File: src/rtl/video_pkg.sv
// -----------------------------------------------------------------------------
// video_pkg
// Shared types and constants for the video test-pattern / compositor slice.
//   rgb565_t   : 16-bit RGB565 pixel {R[4:0], G[5:0], B[4:0]}
//   pattern_e  : test-pattern selector
//   split_e    : camera/pattern split mode
//   pos_state_e: frame-tracking FSM state (exported for debug/checkers)
//   WHITE/BLACK/RED colour constants, rgb565_pack() helper
// -----------------------------------------------------------------------------
package video_pkg;

  typedef logic [15:0] rgb565_t;

  typedef enum logic [1:0] {
    PAT_BARS  = 2'd0,
    PAT_GRAD  = 2'd1,
    PAT_CHECK = 2'd2,
    PAT_SOLID = 2'd3
  } pattern_e;

  typedef enum logic [1:0] {
    SPL_TPG = 2'd0,  // pattern only
    SPL_CAM = 2'd1,  // camera only
    SPL_Y   = 2'd2,  // camera when y >= pos
    SPL_X   = 2'd3   // camera when x >= pos
  } split_e;

  typedef enum logic {
    ST_WAIT_VS = 1'b0,
    ST_RUN     = 1'b1
  } pos_state_e;

  localparam rgb565_t WHITE = 16'hFFFF;
  localparam rgb565_t BLACK = 16'h0000;
  localparam rgb565_t RED   = 16'hF800;

  function automatic rgb565_t rgb565_pack(input logic [4:0] r,
                                          input logic [5:0] g,
                                          input logic [4:0] b);
    return {r, g, b};
  endfunction

endpackage

File: src/rtl/video_pos_counter.sv
// -----------------------------------------------------------------------------
// video_pos_counter
// Tracks the active-pixel position from the incoming sync/de stream, detects
// the frame-start edge of vs, latches the shadow configuration on that edge
// and runs the WAIT_VS/RUN frame-tracking FSM.
//
// Ports:
//   clk, rst_n          pixel clock, async active-low reset
//   in_vs, in_de        incoming vertical sync / active video
//   cfg_pattern/split/pos  live configuration (sampled only at frame start)
//   x, y                current pixel / line index (valid for the pixel on in_de)
//   bar_idx             colour-bar index of the current pixel
//   frame_start         one-cycle pulse, combinational on the active vs edge
//   sh_pattern/sh_split/sh_pos  shadow configuration
//   state               FSM state, exported for debug
// -----------------------------------------------------------------------------
module video_pos_counter
  import video_pkg::*;
#(
  parameter int H_ACTIVE = 1280,
  parameter int V_ACTIVE = 720,
  parameter int NUM_BARS = 16,
  parameter bit VS_POL   = 1'b1,
  parameter int CW       = 11
) (
  input  logic          clk,
  input  logic          rst_n,
  input  logic          in_vs,
  input  logic          in_de,
  input  logic [1:0]    cfg_pattern,
  input  logic [1:0]    cfg_split,
  input  logic [CW-1:0] cfg_pos,
  output logic [CW-1:0] x,
  output logic [CW-1:0] y,
  output logic [3:0]    bar_idx,
  output logic          frame_start,
  output pattern_e      sh_pattern,
  output split_e        sh_split,
  output logic [CW-1:0] sh_pos,
  output pos_state_e    state
);

  localparam int            BW      = H_ACTIVE / NUM_BARS;
  localparam logic [CW-1:0] X_MAX   = CW'(H_ACTIVE - 1);
  localparam logic [CW-1:0] Y_MAX   = CW'(V_ACTIVE - 1);
  localparam logic [CW-1:0] BW_MAX  = CW'(BW - 1);
  localparam logic [3:0]    IDX_MAX = 4'(NUM_BARS - 1);

  pos_state_e    state_nxt;
  logic          vs_act, vs_act_q, vs_edge;
  logic          de_q, de_fall;
  logic [CW-1:0] bar_cnt;

  // vs_act_q resets to "active" so a vs pulse already in progress at reset
  // release is not mistaken for a fresh frame start.
  assign vs_act      = (in_vs == VS_POL);
  assign vs_edge     = vs_act & ~vs_act_q;
  assign de_fall     = de_q & ~in_de;
  assign frame_start = vs_edge;

  always_ff @(posedge clk or negedge rst_n) begin
    if (!rst_n) begin
      vs_act_q <= 1'b1;
      de_q     <= 1'b0;
    end else begin
      vs_act_q <= vs_act;
      de_q     <= in_de;
    end
  end

  // Frame-tracking FSM
  always_ff @(posedge clk or negedge rst_n) begin
    if (!rst_n) state <= ST_WAIT_VS;
    else        state <= state_nxt;
  end

  always_comb begin
    state_nxt = state;
    case (state)
      ST_WAIT_VS: if (vs_edge) state_nxt = ST_RUN;
      ST_RUN:     state_nxt = ST_RUN;
      default:    state_nxt = ST_WAIT_VS;
    endcase
  end

  // Position and bar counters. x is the index of the pixel currently on
  // in_de, so it is 0 on the first de cycle of every line. The vs edge has
  // priority over a coincident de falling edge.
  always_ff @(posedge clk or negedge rst_n) begin
    if (!rst_n) begin
      x       <= '0;
      y       <= '0;
      bar_cnt <= '0;
      bar_idx <= '0;
    end else if (vs_edge) begin
      x       <= '0;
      y       <= '0;
      bar_cnt <= '0;
      bar_idx <= '0;
    end else begin
      if (!in_de)          x <= '0;
      else if (x != X_MAX) x <= x + CW'(1);

      if (de_fall && (y != Y_MAX)) y <= y + CW'(1);

      // Bar index advances every BW pixels without a divider.
      if (!in_de) begin
        bar_cnt <= '0;
        bar_idx <= '0;
      end else if (bar_cnt == BW_MAX) begin
        bar_cnt <= '0;
        if (bar_idx != IDX_MAX) bar_idx <= bar_idx + 4'd1;
      end else begin
        bar_cnt <= bar_cnt + CW'(1);
      end
    end
  end

  // Shadow configuration, only updated at frame start.
  always_ff @(posedge clk or negedge rst_n) begin
    if (!rst_n) begin
      sh_pattern <= PAT_BARS;
      sh_split   <= SPL_TPG;
      sh_pos     <= '0;
    end else if (vs_edge) begin
      sh_pattern <= pattern_e'(cfg_pattern);
      sh_split   <= split_e'(cfg_split);
      sh_pos     <= cfg_pos;
    end
  end

endmodule

File: src/rtl/video_mux_tpg.sv
// -----------------------------------------------------------------------------
// video_mux_tpg
// Test-pattern generator and camera compositor placed between the display
// timing generator and the DVI transmitter. Generates one of four RGB565
// patterns (bars, gradient, checker, solid white), merges it with the camera
// stream according to the split mode, and delays sync/de by the same two
// cycles as the pixel pipeline.
//
// Ports:
//   clk, rst_n            pixel clock, async active-low reset
//   cfg_pattern[1:0]      0 bars, 1 gradient, 2 checker, 3 solid white
//   cfg_split[1:0]        0 pattern, 1 camera, 2 camera when y>=pos,
//                         3 camera when x>=pos
//   cfg_pos[CW-1:0]       split position (line or pixel)
//   in_vs, in_hs, in_de   incoming timing
//   cam_rgb[15:0]         camera pixel aligned with in_de
//   out_vs/out_hs/out_de  timing delayed by 2 cycles
//   out_rgb[15:0]         composed pixel (0 outside active video)
//   frame_start           one-cycle pulse on the active vs edge
//
// Build option: define VIDEO_MUX_TPG_BORDER_EN to draw a red boundary line at
// the split position in modes 2/3.
//
// x[9:5] and y[9:4] feed the gradient, so CW must be at least 10, and
// CHECK_LOG2 must be below CW.
// -----------------------------------------------------------------------------
module video_mux_tpg
  import video_pkg::*;
#(
  parameter int H_ACTIVE   = 1280,
  parameter int V_ACTIVE   = 720,
  parameter int NUM_BARS   = 16,
  parameter int CHECK_LOG2 = 5,
  parameter bit VS_POL     = 1'b1,
  parameter int CW         = 11
) (
  input  logic          clk,
  input  logic          rst_n,
  input  logic [1:0]    cfg_pattern,
  input  logic [1:0]    cfg_split,
  input  logic [CW-1:0] cfg_pos,
  input  logic          in_vs,
  input  logic          in_hs,
  input  logic          in_de,
  input  logic [15:0]   cam_rgb,
  output logic          out_vs,
  output logic          out_hs,
  output logic          out_de,
  output logic [15:0]   out_rgb,
  output logic          frame_start
);

  localparam logic [3:0] BAR_STEP = 4'(16 / NUM_BARS);

  logic [CW-1:0] x, y, sh_pos;
  logic [3:0]    bar_idx, bar_shift;
  pattern_e      sh_pattern;
  split_e        sh_split, eff_split;
  pos_state_e    state;

  rgb565_t pat_pix, s1_src;
  logic    sel_cam, s1_sel_src;

  rgb565_t s1_pix, s1_cam;
  logic    s1_sel, s1_vs, s1_hs, s1_de;

  video_pos_counter #(
    .H_ACTIVE (H_ACTIVE),
    .V_ACTIVE (V_ACTIVE),
    .NUM_BARS (NUM_BARS),
    .VS_POL   (VS_POL),
    .CW       (CW)
  ) u_pos (
    .clk         (clk),
    .rst_n       (rst_n),
    .in_vs       (in_vs),
    .in_de       (in_de),
    .cfg_pattern (cfg_pattern),
    .cfg_split   (cfg_split),
    .cfg_pos     (cfg_pos),
    .x           (x),
    .y           (y),
    .bar_idx     (bar_idx),
    .frame_start (frame_start),
    .sh_pattern  (sh_pattern),
    .sh_split    (sh_split),
    .sh_pos      (sh_pos),
    .state       (state)
  );

  // Until the first frame start y is meaningless, so only the pattern is shown.
  assign eff_split = (state == ST_RUN) ? sh_split : SPL_TPG;

  // One-hot bar colour: bit (15 - idx*16/NUM_BARS). idx*step stays below 16.
  assign bar_shift = bar_idx * BAR_STEP;

  always_comb begin
    pat_pix = BLACK;
    case (sh_pattern)
      PAT_BARS:  pat_pix = rgb565_t'(16'h8000 >> bar_shift);
      PAT_GRAD:  pat_pix = rgb565_pack(x[9:5], y[9:4], ~x[9:5]);
      PAT_CHECK: pat_pix = (x[CHECK_LOG2] ^ y[CHECK_LOG2]) ? WHITE : BLACK;
      PAT_SOLID: pat_pix = WHITE;
      default:   pat_pix = BLACK;
    endcase
  end

  always_comb begin
    sel_cam = 1'b0;
    case (eff_split)
      SPL_TPG: sel_cam = 1'b0;
      SPL_CAM: sel_cam = 1'b1;
      SPL_Y:   sel_cam = (y >= sh_pos);
      SPL_X:   sel_cam = (x >= sh_pos);
      default: sel_cam = 1'b0;
    endcase
  end

`ifdef VIDEO_MUX_TPG_BORDER_EN
  // The boundary pixel is replaced by red and routed through the pattern
  // leg of the mux, so the pipeline depth is unchanged.
  logic on_border;

  always_comb begin
    on_border = 1'b0;
    case (eff_split)
      SPL_Y:   on_border = (y == sh_pos);
      SPL_X:   on_border = (x == sh_pos);
      default: on_border = 1'b0;
    endcase
  end

  assign s1_src     = on_border ? RED : pat_pix;
  assign s1_sel_src = sel_cam & ~on_border;
`else
  assign s1_src     = pat_pix;
  assign s1_sel_src = sel_cam;
`endif

  // Stage 1: pattern pixel, camera pixel, select and timing.
  always_ff @(posedge clk or negedge rst_n) begin
    if (!rst_n) begin
      s1_pix <= BLACK;
      s1_cam <= BLACK;
      s1_sel <= 1'b0;
      s1_vs  <= 1'b0;
      s1_hs  <= 1'b0;
      s1_de  <= 1'b0;
    end else begin
      s1_pix <= s1_src;
      s1_cam <= cam_rgb;
      s1_sel <= s1_sel_src;
      s1_vs  <= in_vs;
      s1_hs  <= in_hs;
      s1_de  <= in_de;
    end
  end

  // Stage 2: mux result, blanked outside active video.
  always_ff @(posedge clk or negedge rst_n) begin
    if (!rst_n) begin
      out_rgb <= BLACK;
      out_vs  <= 1'b0;
      out_hs  <= 1'b0;
      out_de  <= 1'b0;
    end else begin
      out_rgb <= s1_de ? (s1_sel ? s1_cam : s1_pix) : BLACK;
      out_vs  <= s1_vs;
      out_hs  <= s1_hs;
      out_de  <= s1_de;
    end
  end

endmodule

File: config.mk
export PLATFORM = sky130hd
export DESIGN_NAME = video_mux_tpg
export DESIGN_NICKNAME = d
export VERILOG_FILES = /design/src/rtl/video_pkg.sv /design/src/rtl/video_pos_counter.sv /design/src/rtl/video_mux_tpg.sv
export SDC_FILE = /design/constraint.sdc
export NUM_CORES = 1
export LEC_CHECK = 0
export CAP_MARGIN = 10
export CORE_UTILIZATION = 50
export DETAILED_ROUTE_END_ITERATION = 12
export GPL_ROUTABILITY_DRIVEN = 0
export PLACE_DENSITY_LB_ADDON = 0.05
export SLEW_MARGIN = 20
export SYNTH_ARGS = -nofsm -noshare
export SYNTH_HDL_FRONTEND = slang
export SYNTH_SLANG_ARGS = --single-unit
File: constraint.sdc
create_clock -name clk -period 4.2 [get_ports clk]
set_input_delay 0.84 -clock clk [delete_from_list [all_inputs] [get_ports clk]]
set_output_delay 0.84 -clock clk [all_outputs]
set_load 0.01 [all_outputs]
==> out/qor.txt, run 1 <==
Status - finished clean
Final worst-path cycle share - 0.6811
NumNets Final - 564
Final Hold Vio Count - 0
Total vias in the final route - 3,269
Met1 usage - 0.2544
Crit-path leading delay family - buffers and inverters
Initial Util - 0.5212
Fmax achieved - 349.6 MHz
Antenna diode count - 0
Clock group share of total power - 0.312
Clk_skew - 0.01261 ns
Sequential power share - 0.554
Layout Cells excl Fill - 631
# DRC - 0
CP bufs+invs - 2
RSZ-0062 raised after global routing - false
GRT Util Overall - 0.1933
YS warnings - 0
Most frequent CP cell - clkdlybuf4s50_1
Setup_tns - 0 ns
Routed Wire Length - 8889 µm
CTS tree - done
Hold crit path type - reg2reg
Total Power - 2.151 mW
Peak supply drop - 0.2231 mV
Met3 Resource Use GR - 0.04369
Die ar. - 10,170 µm²
Row count - 35
Setup CP Type - in2out
Synth area leader - dfrtp_1
Worst setup EP type - output pin
First-pass GRT wire length - 14,880 µm
GRT busiest layer - met2
# H-tree levels - 3
Hold_buf cts - 0
WL/cell - 14.09 µm
Area growth syn-to-layout - 18.24%
Pin count of the biggest net entering global routing - 77
CP peak stage delay - 0.54 ns
IO Count - 56
Synth top area cells - dfrtp_1, ha_1, mux2i_1, nand2_1, nor2_1
GRT overflow - 0
Max Slew Vio Count - 0
LEAKAGE - 2.617 nW
Via density - 5.181
Yosys reg bits - 109
Core area - 9371 µm²
Final min period - 2.861 ns
Hold WS - 0.3554 ns
Critical path peak fanout - 3
Mapped cell area - 4885 µm²
Most frequent cells in the layout - dfrtp_1, clkdlybuf4s50_1, nand2_1, nor2_1, ha_1
Skew-Pair Late Insertion Delay - 0.38 ns
Synth top area share - 0.5533
Clock sinks - 109
Seq/Total Area, Yosys - 0.5587
Combinational power share - 0.134
Cell count after synthesis - 443
Port-buffer cells - 55
Worst Tran Pin Value - 0.9215 ns
Post-CTS Setup Repair Bufs - 0
Startpoint types - input pin
Detailed placement HPWL - 6263 µm
Slowest cell on crit path - clkdlybuf4s50_1
Syn Area/Cell - 11.03 µm²
Share of layout cells above drive strength 1 - 0.06175
Synth cell types - 45
Post_cts resized - 0
Die width - 100.8 µm
DIE HEIGHT - 100.8 µm
Vias in the first global route - 3,077
Placed Area - 5563 µm²
Worst-path clk slew - 0.11 ns
Post-route ant nets - 0
Initial DRC count - 118
Commonest non-fill, non-tap cell in the layout - dfrtp_1
P_int - 1.577 mW
Worst Path Required - 3.36 ns
Placed Instances - 615
Maximum clock path buffer count - 2
CTS Root Cell - clkbuf_8
Relative slew slack - 0.3857
Pwr per Cell Area - 372.4 nW/µm²
Max-cap viol count - 0
Critical-path cell list - clkdlybuf4s50_1, nor2b_2, clkdlybuf4s50_1
Initial antenna violation count - 0
Critical Path AT - 2.02 ns
Design area - 5776 µm²
Num CTS Buffers - 9
TritonRoute pass-1 iters - 4
NetSw - 574.4 µW
Sw Share - 0.2670
Final Setup Violations - 0
Nets in the synthesized netlist - 510
M2 GR Usage - 0.3172
-- area by class of cell --
type | count | area, µm²
clock buffer | 9 | 123.9
clock inverter | 7 | 88.84
fill | 821 | 3596
inverter | 20 | 75.07
multi-input combinational | 298 | 2019
sequential | 109 | 2729
tap | 129 | 161.4
timing repair buffer | 59 | 578.1
-- metrics by stage --
stage / setup slack, ns / utilization
after floorplan: 1.688 / -
after global placement: 1.311 / 0.5936
after detailed placement: 1.255 / 0.5936
after CTS: 1.325 / 0.6163
after global routing: 1.287 / 0.6163
final: 1.339 / 0.6163
-- power groups by stage --
stage	clock (mW)	sequential, mW	combinational, mW
global route	0.736	1.20	0.327
global placement	0	1.21	0.283
CTS	0.698	1.19	0.295
floorplan	0	1.19	0.169
finish	0.671	1.19	0.289
detailed placement	0	1.21	0.293
-- flip-flops by register name (all words and copies together) (netlist names), 2 cells and up --
register,cells
u_pos.sh_pos,11
out_rgb,16
u_pos.x,11
s1_pix,16
u_pos.bar_idx,4
u_pos.sh_split,2
u_pos.y,11
u_pos.bar_cnt,11
s1_cam,16
u_pos.sh_pattern,2
-- cells in the mapped netlist, drive strengths merged --
cell type / instances
dfrtp: 108
nand2: 44
nor2: 39
ha: 31
o21ai: 22
nor2b: 21
inv: 20
mux2i: 19
a21oi: 16
xor2: 14
nand3: 13
xnor2: 13
clkbuf: 12
nand4: 9
a22oi: 7
and3: 6
and4: 5
buf: 4
mux2: 4
nand2b: 4
nor3: 4
nor4: 4
nand4b: 3
nor3b: 2
nor4b: 2
or2: 2
a2111oi: 1
a211o: 1
a21o: 1
a311oi: 1
a31oi: 1
a41oi: 1
and3b: 1
and4bb: 1
dfstp: 1
nand3b: 1
o211ai: 1
o22a: 1
o31a: 1
o32ai: 1
or3: 1
-- path summary, 6_finish.rpt --
check / startpoint / endpoint / slack [ns] / cells past startpoint
setup / recovery: in_vs / frame_start / 1.34 / 3
hold reg to reg: s1_vs / out_vs / 0.36 / 0
hold / removal: s1_vs / out_vs / 0.36 / 0
min in group asynchronous: rst_n / out_hs / 0.58 / 1
max in group asynchronous: rst_n / u_pos.bar_cnt[5] / 2.79 / 2
setup reg to reg: u_pos.vs_act_q / u_pos.bar_idx[3] / 2.25 / 7
-- kinds of logic after synthesis --
logic type,count (synthesis),share of synthesized area
buffers and inverters,36,0.02843
muxes,23,0.04815
and+or+nand+nor,162,0.1703
DFF,109,0.5587
AOI/OAI and AO/OA,55,0.06660
xor gates and xnor gates,27,0.04841
adders and majority gates,31,0.07941
-- per-layer routing --
layer	vias to the layer above	routed length, µm	share of wire
li1	1623	-	-
met1	1568	4110	0.46
met2	66	4212	0.47
met3	12	430	0.048
met4	0	136	0.015
met5	-	0	0
Note: power is estimated with default switching activity, not from simulation.
==> inputs of run 2 (changes only) <==
==> constraint.sdc (replaced) <==
create_clock -name clk -period 2.52 [get_ports clk]
set_input_delay 0.504 -clock clk [delete_from_list [all_inputs] [get_ports clk]]
set_output_delay 0.504 -clock clk [all_outputs]
set_load 0.01 [all_outputs]
==> run 2 against run 1 <==
  * Worst setup slack got worse by 1.1 ns
  * Largest cell class unchanged
  * Clock power is 56% higher
  * Via count is 1.1% higher
  * Count of clock-buffer cells in the layout grew 1
  * Utilization rose by 0.32 points
  * Die area unchanged
  * Wire length grew 2.5%
  * Highest routed layer unchanged
  * Sequential share of layout area decreased by 0.24 points
==> out/qor.txt, run 2 (same netlist as run 1, synthesis figures left out) <==
Clock sinks - 109 (unchanged)
Placed Instances - 618 (was 615)
# DRC - 0 (unchanged)
Reg area - 2729 µm² (unchanged)
Final Hold Vio Count - 0 (unchanged)
Peak supply drop - 0.3467 mV (was 0.2231 mV)
Worst setup EP type - output pin (unchanged)
Pin count of the biggest net entering global routing - 73 (was 77)
Final Setup Violations - 0 (unchanged)
Multi-input gate area - 2019 µm² (unchanged)
LEAKAGE - 2.635 nW (was 2.617 nW)
Post-route ant nets - 0 (unchanged)
GRT Util Overall - 0.2021 (was 0.1933)
Initial DRC count - 118 (unchanged)
Hold crit path type - reg2reg (unchanged)
Post_cts resized - 0 (unchanged)
Final worst-path cycle share - 0.8872
R2r endpoint - s1_sel (was u_pos.bar_idx[3])
CTS Root Cell - clkbuf_8 (unchanged)
R2r worst-path depth - 7 (unchanged)
Row count - 35 (unchanged)
Pwr per Cell Area - 607.7 nW/µm² (was 372.4 nW/µm²)
Worst Path Required - 2.02 ns (was 3.36 ns)
Port-buffer cells - 55 (unchanged)
Total Power - 3.528 mW (was 2.151 mW)
Via density - 5.205 (was 5.181)
Die width - 100.8 µm (unchanged)
Critical Path Sink - frame_start (unchanged)
Startpoint types - input pin (unchanged)
Vias in the first global route - 3,233 (was 3,077)
Reg-to-reg startpoint - u_pos.x[0] (was u_pos.vs_act_q)
Worst Tran Pin Value - 0.8026 ns (was 0.9215 ns)
IO Count - 56 (unchanged)
Critical Path AT - 1.73 ns (was 2.02 ns)
Relative slew slack - 0.4650 (was 0.3857)
Initial Util - 0.5212 (unchanged)
Setup CP Type - in2out (unchanged)
Maximum clock path buffer count - 2 (unchanged)
Max-cap viol count - 0 (unchanged)
Core area - 9371 µm² (unchanged)
WL/cell - 14.35 µm (was 14.09 µm)
Clk_skew - 0.008073 ns (was 0.01261 ns)
Layout Cells excl Fill - 635 (was 631)
Share of layout cells above drive strength 1 - 0.06522 (was 0.06175)
Status - finished clean (unchanged)
R2R setup slack - 0.60 ns (was 2.25 ns)
Final min period - 2.236 ns
TritonRoute pass-1 iters - 4 (unchanged)
First-pass GRT wire length - 15,280 µm (was 14,880 µm)
Antenna diode count - 0 (unchanged)
Regs by FF count - out_rgb: 16 flops, s1_cam: 16 flops, s1_pix: 16 flops (unchanged)
Routed Wire Length - 9113 µm (was 8889 µm)
Crit. Startpoint - in_vs (unchanged)
Commonest non-fill, non-tap cell in the layout - dfrtp_1 (unchanged)
DIE HEIGHT - 100.8 µm (unchanged)
GRT overflow - 0 (unchanged)
Detailed placement HPWL - 6531 µm (was 6263 µm)
Fmax achieved - 447.3 MHz
Critical path peak fanout - 3 (unchanged)
Initial antenna violation count - 0 (unchanged)
NumNets Final - 568 (was 564)
Num CTS Buffers - 9 (unchanged)
CTS tree - done (unchanged)
RSZ-0062 raised after global routing - false (unchanged)
Worst-path clk slew - 0.10 ns (was 0.11 ns)
Setup_tns - 0 ns (unchanged)
Most frequent cells in the layout - dfrtp_1, clkdlybuf4s50_1, nand2_1, nor2_1, ha_1 (unchanged)
Die ar. - 10,170 µm² (unchanged)
Area growth syn-to-layout - 18.85% (was 18.24%)
Skew-Pair Late Insertion Delay - 0.38 ns (about the same)
Total vias in the final route - 3,305 (was 3,269)
# H-tree levels - 3 (unchanged)
Max Slew Vio Count - 0 (unchanged)
Fillers - 790 (was 821)
run 2: cell count changes in the layout (fill, tap and decap cells not counted), sizes merged:
cell	previous run	this run
clkinv	1	3
dlygate4sd3	0	1
inv	24	22
clkinvlp	1	0
buf	5	8
clkbuf	9	10
run 2: worst min path at each step:
stage / startpoint / end / slack, ns / cells after the start
floorplan: rst_n / out_de / 0.21 / 0
global placement: rst_n / out_hs / 0.32 / 1
detailed placement: rst_n / out_hs / 0.32 / 1
CTS: s1_vs / out_vs / 0.36 / 0
global route: s1_vs / out_vs / 0.38 / 0
finish: s1_vs / out_vs / 0.36 / 0
run 2: layout make-up:
cell class | count | area share
clock buffers | 10 | 0.02198
clock inverters | 6 | 0.01207
inverters | 20 | 0.01293
multi-input cells | 298 | 0.3478
flip-flops and latches | 109 | 0.4700
well taps | 129 | 0.02780
repair buffers | 63 | 0.1073
run 2: stage by stage:
stage	hold slack (ns)	setup slack, ns	cell area, µm²	util
2_1_floorplan	0.2084	0.6796	4885	-
3_3_place_gp	0.3177	0.3124	5598	0.5973
3_5_place_dp	0.3167	0.2849	5598	0.5973
4_1_cts	0.3597	0.2821	5806	0.6195
5_1_grt	0.3820	0.2133	5806	0.6195
6_report	0.3574	0.2841	5806	0.6195
run 2: report_power, final:
part / leakage, nW / switching [mW] / internal, mW
sequential: 1.39 / 0.0844 / 1.89
combinational: 1.15 / 0.245 / 0.262
clock: 0.101 / 0.580 / 0.469
run 2: repair_timing:
| item | in CTS | in global routing |
|---|---|---|
| setup buffers | 0 | 0 |
| hold endpoints to repair | 4 | 0 |
| hold buffers | 1 | 0 |
run 2: worst max-delay path, stage by stage:
cell	delay [ns]
clkdlybuf4s50_1	0.49
nor2b_2	0.19
clkdlybuf4s50_1	0.55
run 2: routing by layer:
metal	GRT usage	wire (µm)
met5	0	0
met4	0.06577	113
met3	0.05825	419
met2	0.3504	4543
met1	0.2425	4037
